--- config.mk ---
export PLATFORM = sky130hd
export DESIGN_NAME = muldiv_sequencer
export DESIGN_NICKNAME = d
export VERILOG_FILES = /design/src/rtl/muldiv_sequencer.sv
export SDC_FILE = /design/constraint.sdc
export NUM_CORES = 1
export LEC_CHECK = 0
export CAP_MARGIN = 30
export CORE_ASPECT_RATIO = 0.7
export CORE_MARGIN = 10
export CORE_UTILIZATION = 54
export DETAILED_ROUTE_END_ITERATION = 16
export PLACE_DENSITY = 0.78
export SLEW_MARGIN = 0
export SYNTH_ARGS = -nofsm -noshare
export SYNTH_HDL_FRONTEND = slang
export SYNTH_SLANG_ARGS = --single-unit
--- constraint.sdc ---
create_clock -name clk -period 3.2 [get_ports clk]
set_input_delay 0.48 -clock clk [delete_from_list [all_inputs] [get_ports clk]]
set_output_delay 0.48 -clock clk [all_outputs]
set_load 0.01 [all_outputs]
--- src/rtl/muldiv_sequencer.sv ---
// Multi-cycle signed MULT/DIV sequencer driving the HI/LO registers.
// Works on operand magnitudes (shift-add multiply, restoring divide) and
// applies sign correction in a final FIX cycle. A divide by zero skips the
// iterations and only pulses done/div_zero, leaving HI/LO untouched.
module muldiv_sequencer #(
    parameter int WIDTH = 32
) (
    input  logic             clk,
    input  logic             reset,
    input  logic             start,
    input  logic             op_div,
    input  logic [WIDTH-1:0] src_a,
    input  logic [WIDTH-1:0] src_b,
    output logic             busy,
    output logic             done,
    output logic             div_zero,
    output logic [WIDTH-1:0] hi_out,
    output logic [WIDTH-1:0] lo_out
);

    localparam int CW = $clog2(WIDTH) + 1;

    typedef enum logic [1:0] {IDLE, RUN, FIX, ZERO} state_t;

    state_t             state, nextState;
    logic               opDiv, signA, signB;
    logic [WIDTH-1:0]   magA, magB;
    logic [2*WIDTH-1:0] acc;
    logic [CW-1:0]      count;
    logic               lastIter;

    // Multiply step: conditional add into the upper half (one carry bit), then shift right
    logic [WIDTH:0]     mulSum;
    logic [2*WIDTH-1:0] mulNext;
    // Divide step: shift remainder:quotient left, trial-subtract the divisor
    logic [WIDTH:0]     divShift, divDiff;
    logic [2*WIDTH-1:0] divNext;
    // Sign-corrected results presented at FIX
    logic [2*WIDTH-1:0] prodFix;
    logic [WIDTH-1:0]   quoFix, remFix;

    function automatic logic [WIDTH-1:0] absVal(input logic [WIDTH-1:0] v);
        // Most negative value maps to 2^(WIDTH-1), which still fits as unsigned
        return v[WIDTH-1] ? -v : v;
    endfunction

    function automatic logic [WIDTH-1:0] negIf(input logic neg, input logic [WIDTH-1:0] v);
        return neg ? -v : v;
    endfunction

    assign lastIter = (count == CW'(WIDTH - 1));
    assign busy     = (state != IDLE);

    assign mulSum   = {1'b0, acc[2*WIDTH-1:WIDTH]} + {1'b0, magA};
    assign mulNext  = acc[0] ? {mulSum, acc[WIDTH-1:1]} : {1'b0, acc[2*WIDTH-1:1]};

    assign divShift = acc[2*WIDTH-1:WIDTH-1];
    assign divDiff  = divShift - {1'b0, magB};
    assign divNext  = divDiff[WIDTH] ? {divShift[WIDTH-1:0], acc[WIDTH-2:0], 1'b0}
                                     : {divDiff[WIDTH-1:0],  acc[WIDTH-2:0], 1'b1};

    assign prodFix  = (signA ^ signB) ? -acc : acc;
    assign quoFix   = negIf(signA ^ signB, acc[WIDTH-1:0]);
    assign remFix   = negIf(signA, acc[2*WIDTH-1:WIDTH]);

    // State register; reset aborts any operation in flight
    always_ff @(posedge clk or negedge reset) begin
        if (!reset) state <= IDLE;
        else        state <= nextState;
    end

    // Next-state logic: divide by zero short-circuits through ZERO
    always_comb begin
        nextState = state;
        case (state)
            IDLE:    if (start) nextState = (op_div && (src_b == '0)) ? ZERO : RUN;
            RUN:     if (lastIter) nextState = FIX;
            FIX:     nextState = IDLE;
            ZERO:    nextState = IDLE;
            default: nextState = IDLE;
        endcase
    end

    // Operand capture, iteration datapath, result write and status pulses
    always_ff @(posedge clk or negedge reset) begin
        if (!reset) begin
            opDiv    <= 1'b0;
            signA    <= 1'b0;
            signB    <= 1'b0;
            magA     <= '0;
            magB     <= '0;
            acc      <= '0;
            count    <= '0;
            done     <= 1'b0;
            div_zero <= 1'b0;
            hi_out   <= '0;
            lo_out   <= '0;
        end else begin
            done     <= 1'b0;
            div_zero <= 1'b0;
            case (state)
                IDLE: begin
                    if (start) begin
                        opDiv <= op_div;
                        signA <= src_a[WIDTH-1];
                        signB <= src_b[WIDTH-1];
                        magA  <= absVal(src_a);
                        magB  <= absVal(src_b);
                        count <= '0;
                        // Lower half seeds the multiplier or the dividend
                        acc   <= op_div ? {{WIDTH{1'b0}}, absVal(src_a)}
                                        : {{WIDTH{1'b0}}, absVal(src_b)};
                    end
                end
                RUN: begin
                    acc   <= opDiv ? divNext : mulNext;
                    count <= count + CW'(1);
                end
                FIX: begin
                    if (opDiv) begin
                        hi_out <= remFix;
                        lo_out <= quoFix;
                    end else begin
                        hi_out <= prodFix[2*WIDTH-1:WIDTH];
                        lo_out <= prodFix[WIDTH-1:0];
                    end
                    done <= 1'b1;
                end
                ZERO: begin
                    done     <= 1'b1;
                    div_zero <= 1'b1;
                end
                default: ;
            endcase
        end
    end

endmodule

# After elaboration in Yosys (flattened, before gate mapping)
# Cells that the tools add are included.
# totals
input_bits	68
out_inout_bits	67
ram_bits	0
n_memories	0
latch_bits	0
word_cells	57
mem_bits_ro	0
register_bits	205
# op_classes
add_sub_neg	8
n_bitwise	1
n_mul	0
mux	21
n_eq_ne	6
n_reduce_logical	9
order_cmp	0
n_shift	0
div	0
# ops
operator	n
2-to-1 mux 64 bit	5
2-to-1 mux 32 bit	7
negation 32 bit	4
case mux 64 bit (2 select lines)	1
negation 64 bit	1
adder 32 x 32 -> 33 bit	1
subtractor 33 x 32 -> 33 bit	1
logical NOT 32 bit	1
case mux 6 bit (2 select lines)	1
adder 6 x 1 -> 6 bit (second input constant)	1
equality test 6 x 5 -> 1 bit (second input constant)	1
2-to-1 mux 2 bit	3
2-to-1 mux 6 bit	1
case mux 2 bit (3 select lines)	1
AND reduction 2 bit	3
equality test 2 bit (second input constant)	2
!= test 2 bit (second input constant)	2
nonzero test 2 bit	2
equality test 2 x 1 -> 1 bit (second input constant)	1
logical NOT 2 bit	1
2-to-1 mux 1 bit	2
OR reduction 2 bit	1
logical AND 1 bit	1
XOR 1 bit	1

# Logic depth before layout (Yosys ltp)
# logic_depth
depth_word	5
depth_mapped	15
depth_no_buf	13

# Least setup slack after synthesis
# No wires, ideal clock.
# synth_path
path_type	flip-flop to flip-flop
startpoint	register acc[31]
endpoint	register acc[58]
n_path_buf	2
setup_ns	0.101
t_arrival_ns	3.355
path_stages_with_launch	15
path_slack_ns	-0.256
synth_period_minus_slack_ns	3.456
t_required_ns	3.099
cell_sequence	dfrtp_1 inv_1 ha_1 fa_1 nand2b_1 a21oi_1 o21ai_0 o211ai_1 a31oi_1 o21ai_1 xnor2_1 clkbuf_1 clkbuf_1 a211oi_1 nor4_1
# synth_between
elab_chain_cells	4
# synth_lines
element	line	rtl
from (decl)	28	logic [2*WIDTH-1:0] acc;
from (signal assigned)	111	acc <= op_div ? {{WIDTH{1'b0}}, absVal(src_a)}
from (signal assigned)	116	acc <= opDiv ? divNext : mulNext;
subtractor 33 x 32 -> 33 bit	58	assign divDiff = divShift - {1'b0, magB};
2-to-1 mux 64 bit	59	assign divNext = divDiff[WIDTH] ? {divShift[WIDTH-1:0], acc[WIDTH-2:0], 1'b0}
2-to-1 mux 64 bit	116	
case mux 64 bit (2 select lines)	101	case (state)
# Every way passes these cells.
# A chain may end at the register's enable or synchronous reset.

# Worst setup path in the final report
# layout_path
startpoint	register acc[34]
endpoint	register acc[60]
# layout_between
elab_chain_cells	4
elab_cells_between_ends	6
classes_between	add/sub (2); mux (4)
# layout_lines
element	line
subtractor 33 x 32 -> 33 bit or adder 32 x 32 -> 33 bit (tied branches)	58, 54
2-to-1 mux 64 bit, on equally long branches	59, 55
2-to-1 mux 64 bit *	116
case mux 64 bit (2 select lines) *	101
# Every way passes the cells marked *; elsewhere a longest branch is shown, timed or not.

==> flow_summary.ini <==
[status]
outcome = complete, but fails checks
violations = hold timing, setup timing

[hold_path]
min_path_type = in -> async

[yosys]
synth_edf_count = 0
netlist_instances = 1940
yosysSeqAreaShare_pct = 33.0
ys.flop_type = dfrtp_1
yosys.area.top_type_share_pct = 33.0
ys_types = 71
synth-seq-cells = 205
synthesis.area_per_instance_um2 = 8.01
synth.area.top_cells = dfrtp_1, nand2_1, o21ai_0
synth_area_leader_cell = dfrtp_1
ys.warnings.count = 0
synthMostInstantiatedCell = nand2_1
async_reset_ff_share_pct = 100
synth_fp_nets = 2079
synth_area_um2 = 15500
ys_top_cells_by_count = nand2_1, o21ai_0, dfrtp_1

[global_route]
grt_overflow = 0
grt_start_max_net_pins = 122
grt_pass1_vias = 16200
gr-usage-all-layers_pct = 33.1
antenna_found_initial = 2
grt_first_pass_wirelength_mm = 95.3

[worst_setup_path]
startpoint = acc[34]$_DFFE_PN0P_
worstPathArrival_ns = 3.72
end_kind = flip-flop
startpoint_type = flip-flop
r2r_slack_ns = -0.09
rr_startpoint = acc[34]$_DFFE_PN0P_
worst_ep_required_time_ns = 3.63
path_max_fanout = 3
reg2reg_depth = 14
path_class = reg -> reg
r2r-end = acc[60]$_DFFE_PN0P_

[pwr]
leakagePower_nw = 9.77
power.density_nw_per_um2 = 1400
swShare_pct = 48.7
pwr-share-clk_pct = 10.2
p_switching_w = 0.0146
p_int_w = 0.0154
peakVddDrop_mv = 0.767
power_frac_comb_pct = 72.8
seqPwrFrac_pct = 17.0

[sta]
skew_ns = 0.0206
setup_tns_ns = -0.490
slew_viol_final = 0
rsz0062_at_grt = true
worstMarginPinSlew_ns = 1.04
fmax_ghz = 0.304
setup_viol = 13
worst_hold_slack_ns = -0.0254
final_hold_viol_count = 7
min_period_over_period_pct = 103
slew_headroom_pct = 30.5
setup_slack_ns = -0.0930
min_period_ns = 3.29

[floorplan]
die_w_um = 223
die-area_um2 = 36100
design.core.area_um2 = 28100
io_pins = 135
rows = 51
initial_utilization_pct = 55.4
dieHeight_um = 162

[route]
dr.first_iter.drc_count = 2450
drc = 0
post_drt_wl_per_cell_um = 23.5
drt-total-wl_mm = 63.9
ant_nets = 0
route.vias.total = 17300
dr.pass1.iters = 6
via_per_inst = 6.35

[clocking]
cts_root_buffer = clkbuf_16
clk_path_buf_depth = 3
htreeDepth = 1
clkLatencyLatePin_ns = 0.55
cts_tree = built
clock_sinks = 205
postCtsHoldBufs = 0
path_clk_slew_ns = 0.06
numCtsBuffers = 23

[layout]
final_core_util_pct = 76.5
nets = 2470
regArea_um2 = 5130
multi_input_area_um2 = 10600
synthToLayoutAreaGrowth_pct = 38.2
fill_cells = 2031
drive_gt1_share_pct = 23.4
antenna-diode-count = 0

[run]
drv_cap = 0

[placed_design]
place_congestion = 1.02
pre_cts_slack_ns = -0.827
io_buffers = 134
hpwl_mm = 47.7
power groups by stage:
stage          Sequential, W  Clock [W]  Combinational [W]
5_1_grt              0.00522    0.00316             0.0232
3_5_place_dp         0.00503          0             0.0183
4_1_cts              0.00502    0.00305             0.0193
6_report             0.00511    0.00306             0.0219
3_3_place_gp         0.00496          0             0.0180
2_1_floorplan        0.00491          0             0.0104
per-layer routing:
metal | track usage (%) | share of wire (%) | vias up | routed length [µm]
met5 | 0 | 0 | - | 0
met4 | 6.89 | 2.5 | 0 | 1600
met3 | 11.8 | 15 | 141 | 9340
met2 | 47.7 | 41 | 1217 | 26300
met1 | 46.6 | 42 | 8201 | 26700
li1 | - | - | 7713 | -
kinds of logic after synthesis:
kind of cell	count (synthesis)	share of synthesized area, %
and+or+nand+nor	654	19.7
AOI/OAI and AO/OA	607	24.3
DFF	205	33.0
buffers and inverters	183	4.45
xor gates and xnor gates	181	10.2
adders and majority gates	71	5.81
muxes	39	2.54
critical path: stages, from the launching register on:
cell,delay (ns)
dfrtp_1,0.46
ha_4,0.25
buf_4,0.15
nand3_2,0.07
o211ai_1,0.11
buf_4,0.17
a211o_1,0.35
a311oi_2,0.23
buf_4,0.17
o21ai_2,0.07
a21o_1,0.21
a41oi_2,0.22
nor2_2,0.07
or4_1,0.40
a32o_1,0.26
repair_timing:
action | CTS | global route
gates cloned | 1 | 3
setup endpoints to repair | 43 | 53
resized for setup | 72 | 131
pin swaps | 29 | 85
buffers inserted | 14 | 16
cell type report:
| cell class | instances | share of cell area, % |
|---|---|---|
| Tap cell | 371 | 2.16 |
| Sequential cell | 205 | 23.9 |
| Timing Repair Buffer | 491 | 19.7 |
| Clock buffer | 25 | 2.76 |
| Clock inverter | 17 | 1.21 |
| Inverter | 58 | 1.01 |
| Multi-Input combinational cell | 1552 | 49.2 |
per-stage QoR:
stage	instance area [µm²]	std cells	total power (W)
final	21500	2719	0.0300
after global routing	21500	2719	0.0316
after CTS	20700	2700	0.0273
after detailed placement	19400	2643	0.0233
after global placement	19400	2643	0.0229
after floorplan	15600	1940	0.0153
state kept, by name, indices dropped and copies added, names as in the netlist:
register  flops
state         2
div_zero      1
acc          64
hi_out       32
magA         32
done          1
lo_out       32
count         6
signA         1
magB         32
signB         1
opDiv         1
worst max-delay path by stage:
| stage | to | slack [ns] | cells after the start |
|---|---|---|---|
| finish | acc[60]$_DFFE_PN0P_ | -0.09 | 14 |
| global route | acc[61]$_DFFE_PN0P_ | -0.15 | 13 |
| CTS | acc[60]$_DFFE_PN0P_ | -0.03 | 15 |
| detailed placement | acc[29]$_DFFE_PN0P_ | -0.83 | 11 |
| global placement | acc[29]$_DFFE_PN0P_ | -0.72 | 11 |
| floorplan | acc[27]$_DFFE_PN0P_ | -0.12 | 10 |
cells in the final DEF (no fill, tap or decap), drive strengths merged, types with 7 or more instances in the layout:
master         instances
or4                   21
o31ai                 25
nor3                  20
and2                  22
clkdlybuf4s50        121
a22o                  12
a21o                  35
ha                    69
a31oi                 29
inv                   59
buf                  356
nor2b                 36
mux2i                 36
nor2                  91
o211ai                14
nand2                325
xnor2                 63
and3                  11
clkinv                 9
o41ai                 13
xor2                 118
nor4                  15
o21bai                11
a221oi                 9
nand4                 16
nand2b                23
dfrtp                205
o21ai                212
a21oi                135
or3                   21
clkbuf                32
or2                    7
nand3                 35
dlymetal6s2s           7
a211oi                52
Note: power is estimated with default switching activity, not from simulation.
